## src/rtl/latency_meter.sv

```systemverilog
// latency_meter: round-robin trigger/response latency measurement engine.
// Each channel in turn gets a TRIG_LEN-cycle pulse on trig[ch]. The engine then
// counts clk cycles until a synchronised rising edge on resp[ch], or until the
// timeout is reached, and offers the result on a valid/ready port.
//
// Result handshake: result_valid is held high from REPORT entry until the
// cycle in which result_valid and result_ready are both sampled high at a
// rising clk edge. result_ch, result_data and result_timeout do not change
// while result_valid is high. The transfer happens on that edge and
// result_valid is low in the following cycle.
module latency_meter #(
  parameter int CHANNELS = 4,
  parameter int WIDTH    = 32,
  parameter int TRIG_LEN = 4,
  parameter int CH_BITS  = 2
) (
  input  logic                clk,
  input  logic                reset,
  input  logic                enable,
  input  logic [WIDTH-1:0]    period,
  input  logic [WIDTH-1:0]    timeout,
  input  logic [CHANNELS-1:0] resp,
  output logic [CHANNELS-1:0] trig,
  output logic                result_valid,
  input  logic                result_ready,
  output logic [CH_BITS-1:0]  result_ch,
  output logic [WIDTH-1:0]    result_data,
  output logic                result_timeout,
  output logic                busy,
  output logic [2:0]          dbg_state
);

  typedef enum logic [2:0] {
    S_IDLE   = 3'd0,
    S_TRIG   = 3'd1,
    S_WAIT   = 3'd2,
    S_REPORT = 3'd3,
    S_GAP    = 3'd4
  } state_t;

  // Last count value of the trigger pulse; count doubles as the pulse timer.
  localparam logic [WIDTH-1:0]   TRIG_LAST = WIDTH'(TRIG_LEN - 1);
  localparam logic [CH_BITS-1:0] CH_LAST   = CH_BITS'(CHANNELS - 1);

  state_t state_q;
  state_t state_d;

  logic [CHANNELS-1:0] sync1_q;
  logic [CHANNELS-1:0] sync2_q;
  logic [CHANNELS-1:0] sync3_q;
  logic [CHANNELS-1:0] edge_vec;
  logic                sel_edge;

  logic [CH_BITS-1:0]  ch_q;
  logic [WIDTH-1:0]    count_q;
  logic [WIDTH-1:0]    tmo_q;
  logic [WIDTH-1:0]    per_q;
  logic [WIDTH-1:0]    gap_q;
  logic [WIDTH-1:0]    data_q;
  logic                tflag_q;

  logic [WIDTH-1:0]    eff_timeout;
  logic [WIDTH-1:0]    eff_period;

  logic                start_trig;
  logic                count_inc;
  logic                cap_edge;
  logic                cap_tmo;
  logic                handshake;
  logic                gap_inc;

  // Zero values select the documented fallbacks: longest timeout, shortest gap.
  assign eff_timeout = (timeout == '0) ? '1 : timeout;
  assign eff_period  = (period == '0) ? WIDTH'(1) : period;

  // Only the selected channel's edge matters; the other synchronisers keep running.
  assign edge_vec = sync2_q & ~sync3_q;
  assign sel_edge = edge_vec[ch_q];

  // Two-flop synchroniser per channel plus one delay stage for edge detection.
  always_ff @(posedge clk) begin
    if (reset) begin
      sync1_q <= '0;
      sync2_q <= '0;
      sync3_q <= '0;
    end else begin
      sync1_q <= resp;
      sync2_q <= sync1_q;
      sync3_q <= sync2_q;
    end
  end

  // State register.
  always_ff @(posedge clk) begin
    if (reset) begin
      state_q <= S_IDLE;
    end else begin
      state_q <= state_d;
    end
  end

  // Next-state and datapath control decode.
  always_comb begin
    state_d    = state_q;
    start_trig = 1'b0;
    count_inc  = 1'b0;
    cap_edge   = 1'b0;
    cap_tmo    = 1'b0;
    handshake  = 1'b0;
    gap_inc    = 1'b0;
    case (state_q)
      S_IDLE: begin
        if (enable) begin
          state_d    = S_TRIG;
          start_trig = 1'b1;
        end
      end
      S_TRIG, S_WAIT: begin
        // A real edge wins over a timeout that lands in the same cycle.
        if (sel_edge) begin
          cap_edge = 1'b1;
          state_d  = S_REPORT;
        end else if (count_q == tmo_q) begin
          cap_tmo = 1'b1;
          state_d = S_REPORT;
        end else begin
          count_inc = 1'b1;
          if (state_q == S_TRIG && count_q == TRIG_LAST) begin
            state_d = S_WAIT;
          end
        end
      end
      S_REPORT: begin
        if (result_ready) begin
          handshake = 1'b1;
          state_d   = S_GAP;
        end
      end
      S_GAP: begin
        // GAP lasts exactly per_q cycles (per_q is always at least 1 here).
        if (gap_q == per_q - WIDTH'(1)) begin
          if (enable) begin
            state_d    = S_TRIG;
            start_trig = 1'b1;
          end else begin
            state_d = S_IDLE;
          end
        end else begin
          gap_inc = 1'b1;
        end
      end
      default: begin
        state_d = S_IDLE;
      end
    endcase
  end

  // Latency counter; timeout is captured when a trigger starts.
  always_ff @(posedge clk) begin
    if (reset) begin
      count_q <= '0;
      tmo_q   <= '0;
    end else if (start_trig) begin
      count_q <= '0;
      tmo_q   <= eff_timeout;
    end else if (count_inc && count_q != '1) begin
      count_q <= count_q + WIDTH'(1);
    end
  end

  // Result capture at the end of a measurement.
  always_ff @(posedge clk) begin
    if (reset) begin
      data_q  <= '0;
      tflag_q <= 1'b0;
    end else if (cap_edge) begin
      data_q  <= count_q;
      tflag_q <= 1'b0;
    end else if (cap_tmo) begin
      data_q  <= tmo_q;
      tflag_q <= 1'b1;
    end
  end

  // Channel pointer advance and gap timer; period is captured on the handshake.
  always_ff @(posedge clk) begin
    if (reset) begin
      ch_q  <= '0;
      per_q <= '0;
      gap_q <= '0;
    end else if (handshake) begin
      ch_q  <= (ch_q == CH_LAST) ? '0 : ch_q + CH_BITS'(1);
      per_q <= eff_period;
      gap_q <= '0;
    end else if (gap_inc) begin
      gap_q <= gap_q + WIDTH'(1);
    end
  end

  // Output decode from registered state.
  always_comb begin
    trig = '0;
    if (state_q == S_TRIG) begin
      trig[ch_q] = 1'b1;
    end
  end

  assign result_valid   = (state_q == S_REPORT);
  assign result_ch      = ch_q;
  assign result_data    = data_q;
  assign result_timeout = tflag_q;
  assign busy           = (state_q != S_IDLE);
  assign dbg_state      = state_q;

  // At most one trigger line is ever active.
  a_trig_onehot: assert property (@(posedge clk) disable iff (reset) $onehot0(trig));

  // A pending result does not change until it is accepted.
  a_result_stable: assert property (@(posedge clk) disable iff (reset)
    (result_valid && !result_ready) |=> (result_valid && $stable(result_data)
      && $stable(result_ch) && $stable(result_timeout)));

endmodule

```

## config.mk

```make
export PLATFORM = sky130hd
export DESIGN_NAME = latency_meter
export DESIGN_NICKNAME = d
export VERILOG_FILES = /design/src/rtl/latency_meter.sv
export SDC_FILE = /design/constraint.sdc
export NUM_CORES = 1
export LEC_CHECK = 0
export CAP_MARGIN = 0
export CORE_UTILIZATION = 55
export DETAILED_ROUTE_END_ITERATION = 12
export GPL_TIMING_DRIVEN = 0
export HOLD_SLACK_MARGIN = 0.06
export PLACE_DENSITY = 0.79
export SYNTH_ARGS = -nofsm -noshare
export SYNTH_HDL_FRONTEND = slang
export SYNTH_SLANG_ARGS = --single-unit
```

## constraint.sdc

```tcl
create_clock -name clk -period 3.8 [get_ports clk]
set_clock_uncertainty 0.15 [all_clocks]
set_input_delay 0.76 -clock clk [delete_from_list [all_inputs] [get_ports clk]]
set_output_delay 0.76 -clock clk [all_outputs]
set_load 0.005 [all_outputs]
```

* Yosys cells after proc, flatten, opt, wreduce, memory -nomap -nowiden
Index checks and enable logic that the tools add are counted.
** Word-level totals
- Register bits :: 178
- Logic and storage cells :: 78
- Bits of input ports :: 72
- Output and inout port bits :: 44
** Cells by class
- Muxes and demuxes :: 33
- Equality and inequality tests :: 13
- Magnitude comparators :: 2
- Add/sub/neg operators :: 4
- Reduce and logical (&&, ||, !) cells :: 13
- Bitwise operators :: 2
** Operators with widths (count)
- $mux W32 :: 4
- $add A32 B1 Y32 const B :: 2
- $eq A32 B32 Y1 :: 2
- $logic_not A32 Y1 :: 2
- $eq A32 B2 Y1 const B :: 1
- $ne A32 B32 Y1 const B :: 1
- $sub A32 B1 Y32 const B :: 1
- $mux W3 :: 6
- $mux W1 :: 17
- $pmux W3 S4 :: 1
- $reduce_or A2 Y1 :: 4
- $eq A3 B2 Y1 const B :: 2
- $and A4 B4 Y4 :: 1
- $mux W4 :: 1
- $ne A2 B2 Y1 const B :: 2
- $ne A4 B4 Y1 const B :: 1
- $not A4 Y4 :: 1
- $reduce_and A4 Y1 :: 1
- $eq A3 B1 Y1 const B :: 1
- $eq A3 B3 Y1 const B :: 1
- $logic_and A1 B1 Y1 :: 3
- $logic_not A3 Y1 :: 1
- $lt A2 B3 Y1 const B :: 1
- $reduce_bool A3 Y1 :: 1
- other kinds (9) :: 9

* Longest topological paths before layout
Gate-level depths: netlist of the first run.
- Depth after elaboration :: 8
- Depth in mapped cells :: 13
- Depth with buffers taken out :: 11

* Worst setup path after synthesis of the first run
Ideal clock, no wire load.
- Path kind :: register to register
- Start :: reg per_q[13]
- End :: reg tmo_q[25]
- Clock period less this slack :: 3.059 ns
- Arrival time :: 2.831 ns
- Cell stages (with the launch flop) :: 12
- Path buffers :: 2
- Setup time :: 0.078 ns
- Required time :: 3.572 ns
- Slack :: 0.741 ns
- Path through :: dfxtp_1 -> or3_4 -> or4_4 -> nor3_1 -> mux2_1 -> a32oi_1 -> and4b_1 -> nand2b_4 -> buf_8 -> buf_6 -> a21oi_1 -> nor3_1
** Between the ends
- Longest elaborated chain between the ends :: 4
** Ends and longest elaborated chain
- start, declared :: line 57 : logic [WIDTH-1:0] per_q;
- start signal, assigned :: line 193 : per_q <= eff_period;
- $sub A32 B1 Y32 :: line 141 : if (gap_q == per_q - WIDTH'(1)) begin
- $eq A32 B32 Y1 :: line 141
- $mux W1 :: line 141
- $pmux W1 S2 :: line 111 : case (state_q)
- end signal, assigned :: line 165 : tmo_q <= eff_timeout;
- end, declared :: line 56 : logic [WIDTH-1:0] tmo_q;
No other way between the ends.
A chain may end at the register's enable or synchronous reset.

* Worst setup path after layout of the first run
- Start :: reg per_q[13]
- End :: reg count_q[10]
** Between the ends
- Longest elaborated chain between the ends :: 5
** Ends and longest elaborated chain
- $sub A32 B1 Y32 :: line 141
- $eq A32 B32 Y1 :: line 141
- $mux W1 :: line 141
- $pmux W1 S2 :: line 111
- $reduce_or A2 Y1 (no line)
- end signal, assigned :: line 167 : count_q <= count_q + WIDTH'(1);
- end, declared :: line 55 : logic [WIDTH-1:0] count_q;
No other way between the ends.

==> results of run 1 <==
==> state kept, by name, indices dropped and copies added, names as in the netlist, 4 cells and up <==
register and cells:
result_data 32, sync3_q 4, gap_q 32, per_q 32, tmo_q 32, sync2_q 4
sync1_q 4, count_q 32
==> power by group through the flow <==
| stage | Sequential [mW] | Combinational [mW] | Clock (mW) |
|---|---|---|---|
| after floorplan | 2.23 | 1.08 | 0 |
| after global placement | 2.27 | 1.61 | 0 |
| after detailed placement | 2.27 | 1.63 | 0 |
| after CTS | 2.24 | 1.65 | 1.82 |
| after global routing | 2.27 | 1.84 | 1.91 |
| final | 2.24 | 1.69 | 1.82 |
==> per-stage QoR <==
step	setup slack [ps]	instance area, um^2	power [mW]
after floorplan	741	9170	3.31
after CTS	1.68	11200	5.71
after global placement	28.2	10600	3.88
final	212	11200	5.75
after detailed placement	6.19	10600	3.90
after global routing	23.5	11200	6.02
==> synthesized netlist by cell type (3+ instances only) <==
cell type | n | area (um^2)
buf_8 | 3 | 45.0
nor3_2 | 11 | 110
or3b_2 | 4 | 35.0
nand2b_1 | 5 | 31.3
buf_6 | 4 | 45.0
nor3_1 | 58 | 290
nand3b_1 | 5 | 37.5
dfxtp_1 | 178 | 3560
nor4_1 | 41 | 257
inv_1 | 19 | 71.3
and3_1 | 10 | 62.6
xnor2_1 | 53 | 464
or2_2 | 6 | 37.5
nand3_1 | 27 | 135
xor2_1 | 52 | 455
and2_1 | 9 | 56.3
a22o_1 | 28 | 245
o21ai_0 | 25 | 125
nand4_1 | 25 | 156
mux2i_1 | 31 | 310
or4_1 | 10 | 75.1
a31oi_1 | 3 | 18.8
nor2_1 | 150 | 563
o211ai_1 | 4 | 30.0
o31a_1 | 3 | 26.3
clkbuf_1 | 62 | 233
a21oi_1 | 69 | 345
o311ai_0 | 3 | 26.3
or3_1 | 24 | 150
nor2b_1 | 14 | 87.6
buf_2 | 7 | 35.0
a211oi_1 | 35 | 263
or4_4 | 3 | 33.8
o31ai_1 | 9 | 67.6
and4_1 | 3 | 26.3
nor3b_1 | 4 | 30.0
nand2_1 | 50 | 188
ha_1 | 7 | 87.6
==> what timing repair did <==
action | in CTS | in global routing
endpoints found under the setup margin | 2 | 97
hold buffers | 0 | 0
buffers inserted | 1 | 2
gates resized for setup | 0 | 11
pin swaps | 1 | 3
==> cell families (layout without fill, tap and decap cells) <==
kind of cell               count (synthesis)  in the layout  synth area share
muxes                                     32             32            0.0351
buffers and inverters                     97            247            0.0476
AOI/OAI and AO/OA                        201            201             0.147
xor gates and xnor gates                 106            106             0.103
and+or+nand+nor                          469            469             0.270
adders and majority gates                  7              7           0.00955
DFF                                      178            178             0.388
==> cell usage in the layout, fill, tap and decap left out, types with 6 or more instances in the layout <==
cell and count:
clkdlybuf4s50_1 115, and3_1 10, inv_1 19, o21ai_0 25, and2_1 9, nor2b_1 14
xor2_1 52, nand2_1 50, nand4_1 25, o31ai_1 9, xnor2_1 53, or4_1 10
or3_1 24, nand3_1 27, a22o_1 28, ha_1 7, inv_8 6, nor3_2 13
a21oi_1 69, clkbuf_16 17, buf_2 8, a211oi_1 35, clkbuf_1 59, mux2i_1 31
nor4_1 41, nor2_1 150, or2_2 6, nor3_1 56, dfxtp_1 178
==> layer usage <==
layer | vias up | wire (um) | part of all wire | GRT usage
met3 | 58 | 2130 | 0.080 | 0.0498
met4 | 0 | 676 | 0.025 | 0.111
met1 | 4185 | 12100 | 0.45 | 0.438
met5 | - | 0 | 0 | 0
met2 | 434 | 11800 | 0.44 | 0.480
li1 | 4201 | - | - | -
==> how the worst min path moves through the flow <==
stage,startpoint,to,slack [ps],cells past startpoint
finish,sync1_q[2],sync2_q[2],290,1
global route,sync1_q[3],sync2_q[3],310,1
CTS,sync1_q[1],sync2_q[1],300,1
detailed placement,sync1_q[3],sync2_q[3],270,1
global placement,sync1_q[1],sync2_q[1],270,1
floorplan,sync1_q[0],sync2_q[0],260,1
==> final cells by class <==
cell class,instances,area [um^2]
repair buffers,118,1170
flip-flops and latches,178,3560
clock buffers,17,425
inverters,19,71.3
multi-input cells,815,5190
clock inverters,15,183
fillers,1301,4810
plain buffers,78,369
well taps,216,270
==> critical path, cell delays in order, from the launching register on <==
cell      delay, ps
dfxtp_1         400
or3_4           450
or4_4           530
nor3_2          210
mux2_1          350
a32oi_1         200
and4b_1         350
nand2b_4        240
a21o_1          240
buf_2           260
nor2_1           90
==> results.sh, run 1 <==
export IMPL_end_kind="flop"
export IMPL_grt_overflow=0
export IMPL_yosys_register_bits=178
export IMPL_holdWs_ps=294
export IMPL_status="finished, final reports clean"
export IMPL_row_count=46
export IMPL_root_buffer="clkbuf_16"
export IMPL_design_core_area_um2=16100
export IMPL_grt_pass1_wl_um=42800
export IMPL_fp_dieW_um=131
export IMPL_synth_seq_area_share=0.388
export IMPL_vdd_drop_max_uv=366
export IMPL_relSlewSlack=0.443
export IMPL_nets=1306
export IMPL_io_pins=116
export IMPL_setup_tns_ps=0
export IMPL_viasPerCell=6.10
export IMPL_finalMaxSlewViolations=0
export IMPL_cellPowerDensity_nw_per_um2=511
export IMPL_crit_type="reg -> reg"
export IMPL_post_route_period_util=0.944
export IMPL_drv_cap=0
export IMPL_cp_arrival_ps=3760
export IMPL_final_util=0.700
export IMPL_ant_nets=0
export IMPL_drc=0
export IMPL_setup_viol=0
export IMPL_dpl_hpwl_um=19700
export IMPL_grt_usage=0.311
export IMPL_antennaDiodeCount=0
export IMPL_synthCells=1090
export IMPL_place_inst=1421
export IMPL_dieArea_um2=17200
export IMPL_timing_rr_start="per_q[13]"
export IMPL_portBuffers=115
export IMPL_worstMarginPinSlew_ps=836
export IMPL_first_global_vias=8207
export IMPL_htreeDepth=4
export IMPL_antenna_found_initial=0
export IMPL_r2r_cells=10
export IMPL_rsz0062_at_grt="no"
export IMPL_initial_utilization=0.571
export IMPL_syn_avg_cell_area_um2=8.42
export IMPL_cts_sinks=178
export IMPL_yosysWarnings=0
export IMPL_postSynthNetCount=1169
export IMPL_worstHoldPathType="reg -> reg"
export IMPL_area_delta_synth_final_pct=22.6
export IMPL_grt_max_degree=20
export IMPL_regToRegEndpoint="count_q[10]"
export IMPL_netlist_area_um2=9170
export IMPL_cts_buffers=17
export IMPL_clkLatencyLatePin_ps=440
export IMPL_power_switching_mw=2.00
export IMPL_clk_pin_slew_ps=80
export IMPL_required_ps=3970
export IMPL_crit_fanout=10
export IMPL_pwr_share_comb=0.293
export IMPL_swShare=0.349
export IMPL_r2r_setup_slack_ps=210
export IMPL_cts_buffer_depth=2
export IMPL_gp_congestion=0.907
export IMPL_final_cells=1456
export IMPL_drt_iter0_drc=833
export IMPL_synth_distinct_cells=66
export IMPL_seqPwrFrac=0.390
export IMPL_synth_main_ff_cell="dfxtp_1"
export IMPL_drt_pass1_iter_count=6
export IMPL_start_kind="flop"
export IMPL_synth_async_sr_flop_share=0
export IMPL_totalWireLength_um=26700
export IMPL_synth_edf_count=0
export IMPL_intPower_mw=3.75
export IMPL_routedWlPerCell_um=18.3
export IMPL_pwr_share_clk=0.317
export IMPL_drive_above_1_share=0.0685
export IMPL_crit_start="per_q[13]"
export IMPL_p_leak_nw=4.17
export IMPL_vias=8878
export IMPL_crit_end="count_q[10]"
export IMPL_finalHoldViolations=0
export IMPL_fmax_ghz=0.279
export IMPL_final_min_clock_period_ps=3590
export IMPL_die_height_um=131
export IMPL_cts_tree="built"
Power figures use the tool's default switching activity.
==> inputs of run 2 (changes only) <==
Clock period 3.8 ns to 3.6 ns, I/O delays scaled along.
==> run 2 against run 1 <==
  * First-iteration DRC count fell by 8.6%
  * Via count is 0.45% lower
  * Design area is 0.77% higher
  * Core utilization up 0.54 points
  * Sequential share of layout area is 0.22 points lower
  * Maximum frequency is 2.1% higher
  * Die area stayed put
  * Routed wire length is 0.41% higher
  * Register-to-register slack worse by 120 ps
  * Flip-flop and latch count did not move
  * Worst hold slack better by 0.52 ps
  * Sequential power is 6% higher
  * Highest routed layer unchanged
==> results.sh, run 2 (synthesis gave the netlist of run 1 again) <==
export IMPL_drt_pass1_iter_count=7
export IMPL_vias=8838
export IMPL_cellPowerDensity_nw_per_um2=541
export IMPL_cts_buffers=17
export IMPL_gp_congestion=0.907
export IMPL_htreeDepth=4
export IMPL_fp_dieW_um=131
export IMPL_regToRegEndpoint="count_q[10]"
export IMPL_end_kind="flop"
export IMPL_r2r_setup_slack_ps=90
export IMPL_setup_viol=0
export IMPL_hold_path_depth=1
export IMPL_required_ps=3780
export IMPL_holdWs_ps=295
export IMPL_dieArea_um2=17200
export IMPL_finalHoldViolations=0
export IMPL_regArea_um2=3570
export IMPL_routedWlPerCell_um=18.4
export IMPL_cp_arrival_ps=3690
export IMPL_cts_tree="built"
export IMPL_place_area_um2=10600
export IMPL_fmax_ghz=0.285
export IMPL_die_height_um=131
export IMPL_grt_overflow=0
export IMPL_worstMarginPinSlew_ps=826
export IMPL_drive_above_1_share=0.0814
export IMPL_worstHoldPathType="reg -> reg"
export IMPL_portBuffers=115
export IMPL_cts_hold_buf=0
export IMPL_grt_max_degree=20
export IMPL_start_kind="flop"
export IMPL_clkLatencyLatePin_ps=440
export IMPL_dp_worst_setup_slack_ps=-194
export IMPL_n_fill_cell=1284
export IMPL_area_delta_synth_final_pct=23.5
export IMPL_root_buffer="clkbuf_16"
export IMPL_initial_utilization=0.571
export IMPL_r2r_cells=11
export IMPL_design_core_area_um2=16100
export IMPL_grt_pass1_wl_um=42800
export IMPL_vdd_drop_max_uv=385
export IMPL_post_route_period_util=0.976
export IMPL_antennaDiodeCount=0
export IMPL_relSlewSlack=0.449
export IMPL_hp_start="sync1_q[2]"
export IMPL_layout_common_cells="176 x dfxtp_1, 146 x nor2_1, 115 x clkdlybuf4s50_1, 69 x a21oi_1, 56 x clkbuf_1"
export IMPL_final_util=0.706
export IMPL_place_inst=1421
export IMPL_p_leak_nw=4.20
export IMPL_min_to="sync2_q[2]"
export IMPL_timing_rr_start="per_q[0]"
export IMPL_drc=0
export IMPL_antenna_found_initial=0
export IMPL_crit_type="reg -> reg"
export IMPL_drv_cap=0
export IMPL_drt_iter0_drc=761
export IMPL_crit_fanout=10
export IMPL_nets=1307
export IMPL_setup_tns_ps=0
export IMPL_final_common_cell="dfxtp_1"
export IMPL_clk_pin_slew_ps=80
export IMPL_power_mw=6.13
export IMPL_multiInputGateArea_um2=5250
export IMPL_dpl_hpwl_um=19700
export IMPL_first_global_vias=8227
export IMPL_grt_usage=0.312
export IMPL_io_pins=116
export IMPL_stdcell_area_um2=11300
export IMPL_row_count=46
export IMPL_status="finished, final reports clean"
export IMPL_final_setup_worst_slack_ps=87.2
export IMPL_final_min_clock_period_ps=3510
export IMPL_ant_nets=0
export IMPL_finalMaxSlewViolations=0
export IMPL_cts_buffer_depth=2
export IMPL_totalWireLength_um=26800
export IMPL_viasPerCell=6.07
export IMPL_final_cells=1457
export IMPL_cts_sinks=178
run 2: cell count changes in the layout (fill, tap and decap cells not counted), moves of 2 or more:
| cell | delta |
|---|---|
| nor3_2 | +2 |
| buf_2 | -3 |
| nor3_1 | -2 |
| buf_4 | +4 |
| dfxtp_1 | -2 |
| nor2_1 | -4 |
| clkbuf_1 | -3 |
| nor2_2 | +4 |
| clkbuf_4 | +3 |
| dfxtp_2 | +2 |
run 2: per-layer routing:
layer | vias up | part of all wire | track usage
met1 | 4224 | 0.46 | 0.439
met4 | 0 | 0.024 | 0.110
met2 | 372 | 0.45 | 0.481
met5 | - | 0 | 0
met3 | 51 | 0.072 | 0.0486
li1 | 4191 | - | -
run 2: report_power, final:
| part | switching, mW | total [mW] | leakage, nW | internal, mW |
|---|---|---|---|---|
| clock network | 0.919 | 1.93 | 0.300 | 1.01 |
| logic | 1.02 | 1.84 | 2.45 | 0.819 |
| registers | 0.205 | 2.37 | 1.45 | 2.16 |
| total | 2.14 | 6.13 | 4.20 | 3.99 |
run 2: area by class of cell:
cell class	instances	area share
Clock inverter	15	0.0161
Buffer	75	0.0322
Sequential cell	178	0.315
Inverter	19	0.00629
Multi-Input combinational cell	815	0.463
Clock buffer	17	0.0375
Timing Repair Buffer	122	0.106
Tap cell	216	0.0238
run 2: repair_timing:
item | 4_1_cts | 5_1_grt
pin swaps | 2 | 4
setup buffers | 4 | 3
endpoints found under the setup margin | 61 | 124
gates resized for setup | 2 | 25
run 2: how the worst max path moves through the flow:
stage	start	end
CTS	per_q[13]	count_q[10]
global route	per_q[0]	tmo_q[6]
global placement	per_q[2]	tmo_q[15]
finish	per_q[0]	count_q[10]
detailed placement	per_q[2]	tmo_q[15]
floorplan	per_q[13]	tmo_q[25]
run 2: worst max-delay path, cell delays in order (launching register included):
cell and delay [ps]:
dfxtp_1 470, inv_1 100, ha_1 310, nand2b_1 200, a311o_1 370, a2111oi_1 490, nand4_1 160, and4b_2 390
nand2b_4 190, a21o_1 240, clkbuf_4 250, nor2_1 70
==> variant 1, RTL diff (flow settings as in run 2) <==
The parameter `WIDTH` goes from 32 to 64.
--- a/src/rtl/latency_meter.sv
+++ b/src/rtl/latency_meter.sv
@@ -11,5 +11,5 @@
 module latency_meter #(
   parameter int CHANNELS = 4,
-  parameter int WIDTH    = 32,
+  parameter int WIDTH    = 64,
   parameter int TRIG_LEN = 4,
   parameter int CH_BITS  = 2
Ports: changed (resized period, result_data and timeout); port bits go from 116 to 212. The function was not compared with the original's and may differ.
==> variant 1 against run 2 <==
Area after synthesis rose by 91%; worst setup slack got worse by 750 ps; the run now ends with setup timing left; power rose by 120%; routed wire length rose by 140%; worst hold slack got worse by 9.5 ps; cell count rose by 85%; sequential share of layout area fell by 1.9 points; final area rose by 100%; sequential cell count rose by 160.
==> variant 1: results <==
metrics = {
    "outcome": {
        "outcome": "complete, but fails checks",
        "failing_checks": "setup timing",
    },
    "drt": {
        "detailroute.wirelength.met2_um": 27500,
        "wl_per_cell_um": 24.0,
        "total_met3_wirelength_after_detailed_routing_um": 6950,
        "initialDrtViolationCount": 2200,
        "routedLengthMet1_um": 28600,
        "detailedRoute.firstPassIterationCount": 6,
    },
    "setup_path": {
        "reg2reg_to": "tmo_q[48]",
        "cpLargestDelayFamily": "simple AND/OR/NAND/NOR gates",
        "cpMaxStageDelayCell": "sky130_fd_sc_hd__or4_4",
    },
    "synthesis": {
        "ys_seq_area_share_pct": 38.5,
        "netlist_top_cells_area": "sky130_fd_sc_hd__dfxtp_1, sky130_fd_sc_hd__xor2_1, sky130_fd_sc_hd__mux2i_1, sky130_fd_sc_hd__nor4_1, sky130_fd_sc_hd__o221a_1",
    },
    "clocking": {
        "tritoncts.num_buffers": 37,
        "clock_tree.buffer_depth": 3,
    },
    "global_routing": {
        "met1_usage_pct": 55.5,
        "grt_use_total_pct": 38.3,
        "gr-usage-met2_pct": 56.8,
        "use_met3_pct": 8.31,
    },
    "timing": {
        "setup_viol": 260,
        "layout_setup_ws_ps": -665,
    },
    "finish": {
        "post_layout_nonfiller_instances": 2693,
        "nets": 2414,
    },
    "min_path": {
        "hold_path.startpoint": "sync2_q[2]",
    },
    "placed_design": {
        "place_worst_setup_slack_ps": -1660,
    },
}
==> variant 1: cell types whose count changed in the layout (fill, tap and decap cells not counted), moves of 37 or more <==
cell and delta:
sky130_fd_sc_hd__dfxtp_1 +150, sky130_fd_sc_hd__clkdlybuf4s50_1 +95, sky130_fd_sc_hd__xor2_1 +90, sky130_fd_sc_hd__nand2_1 +70, sky130_fd_sc_hd__mux2i_1 +64, sky130_fd_sc_hd__nor4_1 +64
sky130_fd_sc_hd__clkbuf_1 +57, sky130_fd_sc_hd__o221a_1 +57, sky130_fd_sc_hd__nand3_1 +43, sky130_fd_sc_hd__nor3_2 +41, sky130_fd_sc_hd__nor2_1 -40, sky130_fd_sc_hd__nand4_1 +37
==> variant 1: report_power, final <==
| group | total [W] | leakage, nW | internal [W] | switching (W) |
|---|---|---|---|---|
| clock network | 0.00362 | 0.548 | 0.00206 | 0.00156 |
| logic | 0.00523 | 5.61 | 0.00245 | 0.00278 |
| registers | 0.00450 | 2.75 | 0.00409 | 0.000405 |
| total | 0.0133 | 8.90 | 0.00860 | 0.00474 |
==> variant 1: area by class of cell <==
cell class / instances / area (sq um) / area share, %
Multi-Input combinational cell: 1464 / 10800 / 47.0
Sequential cell: 338 / 6790 / 29.6
Timing Repair Buffer: 268 / 2810 / 12.2
Clock buffer: 54 / 1070 / 4.67
Buffer: 141 / 850 / 3.70
Tap cell: 402 / 503 / 2.19
Inverter: 21 / 78.8 / 0.344
Clock inverter: 5 / 53.8 / 0.234
==> variant 1: what timing repair did <==
item | in CTS | in global routing
setup endpoints to repair | 254 | 260
resized for setup | 153 | 38
hold endpoints to repair | 0 | 0
buffers inserted | 32 | 9
hold buffers | 0 | 0
cloned | 16 | 2
pin swaps | 73 | 13
==> variant 1: through the flow <==
step | power (W) | hold slack, ps | TNS [ps]
global route | 0.0138 | 298 | -132250
CTS | 0.0129 | 281 | -111990
global placement | 0.00845 | 267 | -367100
detailed placement | 0.00850 | 278 | -341670
floorplan | 0.00703 | 264 | -36680
finish | 0.0133 | 285 | -108210
==> variant 1: worst max path at each step <==
stage                           end  cells after the start
after detailed placement  tmo_q[52]                     15
after global placement    tmo_q[47]                     15
after CTS                  tmo_q[1]                     12
final                     tmo_q[48]                     13
after floorplan            tmo_q[0]                     13
after global routing      tmo_q[48]                     13
==> variant 1: kinds of logic after synthesis <==
family / Yosys count / synth area share, %
adders and majority gates: 7 / 0.499
and+or+nand+nor: 808 / 25.2
buffers and inverters: 178 / 4.35
muxes: 96 / 5.48
DFF: 338 / 38.5
AOI/OAI and AO/OA: 337 / 15.3
xor gates and xnor gates: 214 / 10.7
==> variant 2, RTL diff (config.mk and constraints of run 2) <==
Made on the original files. Reset style: asynchronous (`reset`), changed in 5 clocked blocks.
--- a/src/rtl/latency_meter.sv
+++ b/src/rtl/latency_meter.sv
@@ -79,5 +79,5 @@
 
   // Two-flop synchroniser per channel plus one delay stage for edge detection.
-  always_ff @(posedge clk) begin
+  always_ff @(posedge clk or posedge reset) begin
     if (reset) begin
       sync1_q <= '0;
@@ -92,5 +92,5 @@
 
   // State register.
-  always_ff @(posedge clk) begin
+  always_ff @(posedge clk or posedge reset) begin
     if (reset) begin
       state_q <= S_IDLE;
@@ -157,5 +157,5 @@
 
   // Latency counter; timeout is captured when a trigger starts.
-  always_ff @(posedge clk) begin
+  always_ff @(posedge clk or posedge reset) begin
     if (reset) begin
       count_q <= '0;
@@ -170,5 +170,5 @@
 
   // Result capture at the end of a measurement.
-  always_ff @(posedge clk) begin
+  always_ff @(posedge clk or posedge reset) begin
     if (reset) begin
       data_q  <= '0;
@@ -184,5 +184,5 @@
 
   // Channel pointer advance and gap timer; period is captured on the handshake.
-  always_ff @(posedge clk) begin
+  always_ff @(posedge clk or posedge reset) begin
     if (reset) begin
       ch_q  <= '0;
Check against the original RTL: differs if reset is asserted again (counterexample within 4 cycles, from zero or initial values and one cycle with reset high); with reset held inactive, the same outputs for 4 cycles.
==> variant 2 against run 2 <==
The flow now finishes with violations (setup timing); area after synthesis grew 4.7%; final area grew 11%; cell count shrank 0.89%; worst setup slack lost 120 ps; non-clock buffer count grew 33; routed wire length grew 3.4%; sequential cell count is the same.
Power is not compared: it rests on default switching activity, and its combinational part moved more than twofold at a synthesized area within 25%.
==> variant 2: results <==
metrics = {
    "global_routing": {
        "grt_pass1_vias": 8793,
        "grt_pass1_wl_um": 44000,
    },
    "synthesis": {
        "postSynthAreaPerCell_sq_um": 9.28,
        "ys_top_cells_by_count": "sky130_fd_sc_hd__dfrtp_1, sky130_fd_sc_hd__nand2_1, sky130_fd_sc_hd__xnor2_1",
        "synthDistinctLibCells": 56,
        "synthMuxAreaShare_pct": 4.38,
        "synth_flop_cell": "sky130_fd_sc_hd__dfrtp_1",
        "synth_xor_xnor_area_share_pct": 9.12,
        "fraction_of_registers_with_async_set_reset_pct": 100,
    },
    "drt": {
        "wl_per_cell_um": 19.2,
        "detailedRoute.firstPassIterationCount": 5,
        "dr_total_vias": 8889,
        "detailroute.wirelength.met2_um": 14100,
        "routed_wire_length_um": 27700,
        "routedLengthMet1_um": 11000,
    },
    "timing": {
        "setup_viol": 28,
        "slew_at_the_pin_closest_to_its_max_slew_limit_ps": 813,
        "layout_setup_ws_ps": -34.7,
        "hold-worst-slack_ps": 200,
    },
    "setup_path": {
        "crit_path_max_incr_delay_ps": 580,
        "crit-reg2reg-launch": "per_q[2]",
        "cpLargestDelayFamily": "simple AND/OR/NAND/NOR gates",
        "setup.worst_path.start": "per_q[2]",
        "cpMaxStageDelayCell": "sky130_fd_sc_hd__or4_4",
        "timing.critical_path.arrival_ps": 3810,
    },
    "outcome": {
        "failing_checks": "setup timing",
        "outcome": "complete, but fails checks",
    },
    "min_path": {
        "holdPathEnd": "sync2_q[2]",
        "hold_path.startpoint": "sync1_q[2]",
    },
    "placed_design": {
        "placed_cells": 1374,
        "finalWeightedCongestion": 0.880,
    },
}
## variant 2: changes by cell type after synthesis, moves of 13 or more
cell	delta
sky130_fd_sc_hd__a21oi_1	-49
sky130_fd_sc_hd__nand2_1	+123
sky130_fd_sc_hd__nor3_1	-48
sky130_fd_sc_hd__o22a_1	+32
sky130_fd_sc_hd__a22o_1	-28
sky130_fd_sc_hd__a211oi_1	-34
sky130_fd_sc_hd__nor2_1	-92
sky130_fd_sc_hd__nand4_1	+16
sky130_fd_sc_hd__dfrtp_1	+178
sky130_fd_sc_hd__nor2b_1	-13
sky130_fd_sc_hd__dfxtp_1	-178
sky130_fd_sc_hd__and3_1	+13
sky130_fd_sc_hd__o21ai_0	+33
## variant 2: layout make-up
| type | instances | area [sq um] | area share (%) |
|---|---|---|---|
| Inverter | 22 | 86.3 | 0.684 |
| Multi-Input combinational cell | 762 | 5150 | 40.8 |
| Sequential cell | 178 | 4460 | 35.3 |
| Tap cell | 220 | 275 | 2.18 |
| Clock buffer | 18 | 429 | 3.40 |
| Clock inverter | 14 | 154 | 1.22 |
| Buffer | 65 | 357 | 2.83 |
| Timing Repair Buffer | 165 | 1710 | 13.6 |
## variant 2: repair_timing
item,in CTS,in global routing
cloned,4,2
setup endpoints to repair,98,98
pin swaps,42,35
resized for setup,100,59
endpoints found under the hold margin,0,0
buffers inserted,24,18
## variant 2: per-layer routing
metal | vias to the layer above | global-route usage, %
met1 | 4323 | 38.1
met5 | - | 0
met4 | 0 | 17.9
met2 | 412 | 53.6
li1 | 4056 | -
met3 | 98 | 4.16
## variant 2: per-stage QoR
stage | cell area [sq um] | TNS [ps]
floorplan | 9610 | 0
global placement | 11000 | -231180
detailed placement | 11100 | -63650
CTS | 12300 | -10150
global route | 12600 | -10140
finish | 12600 | -457
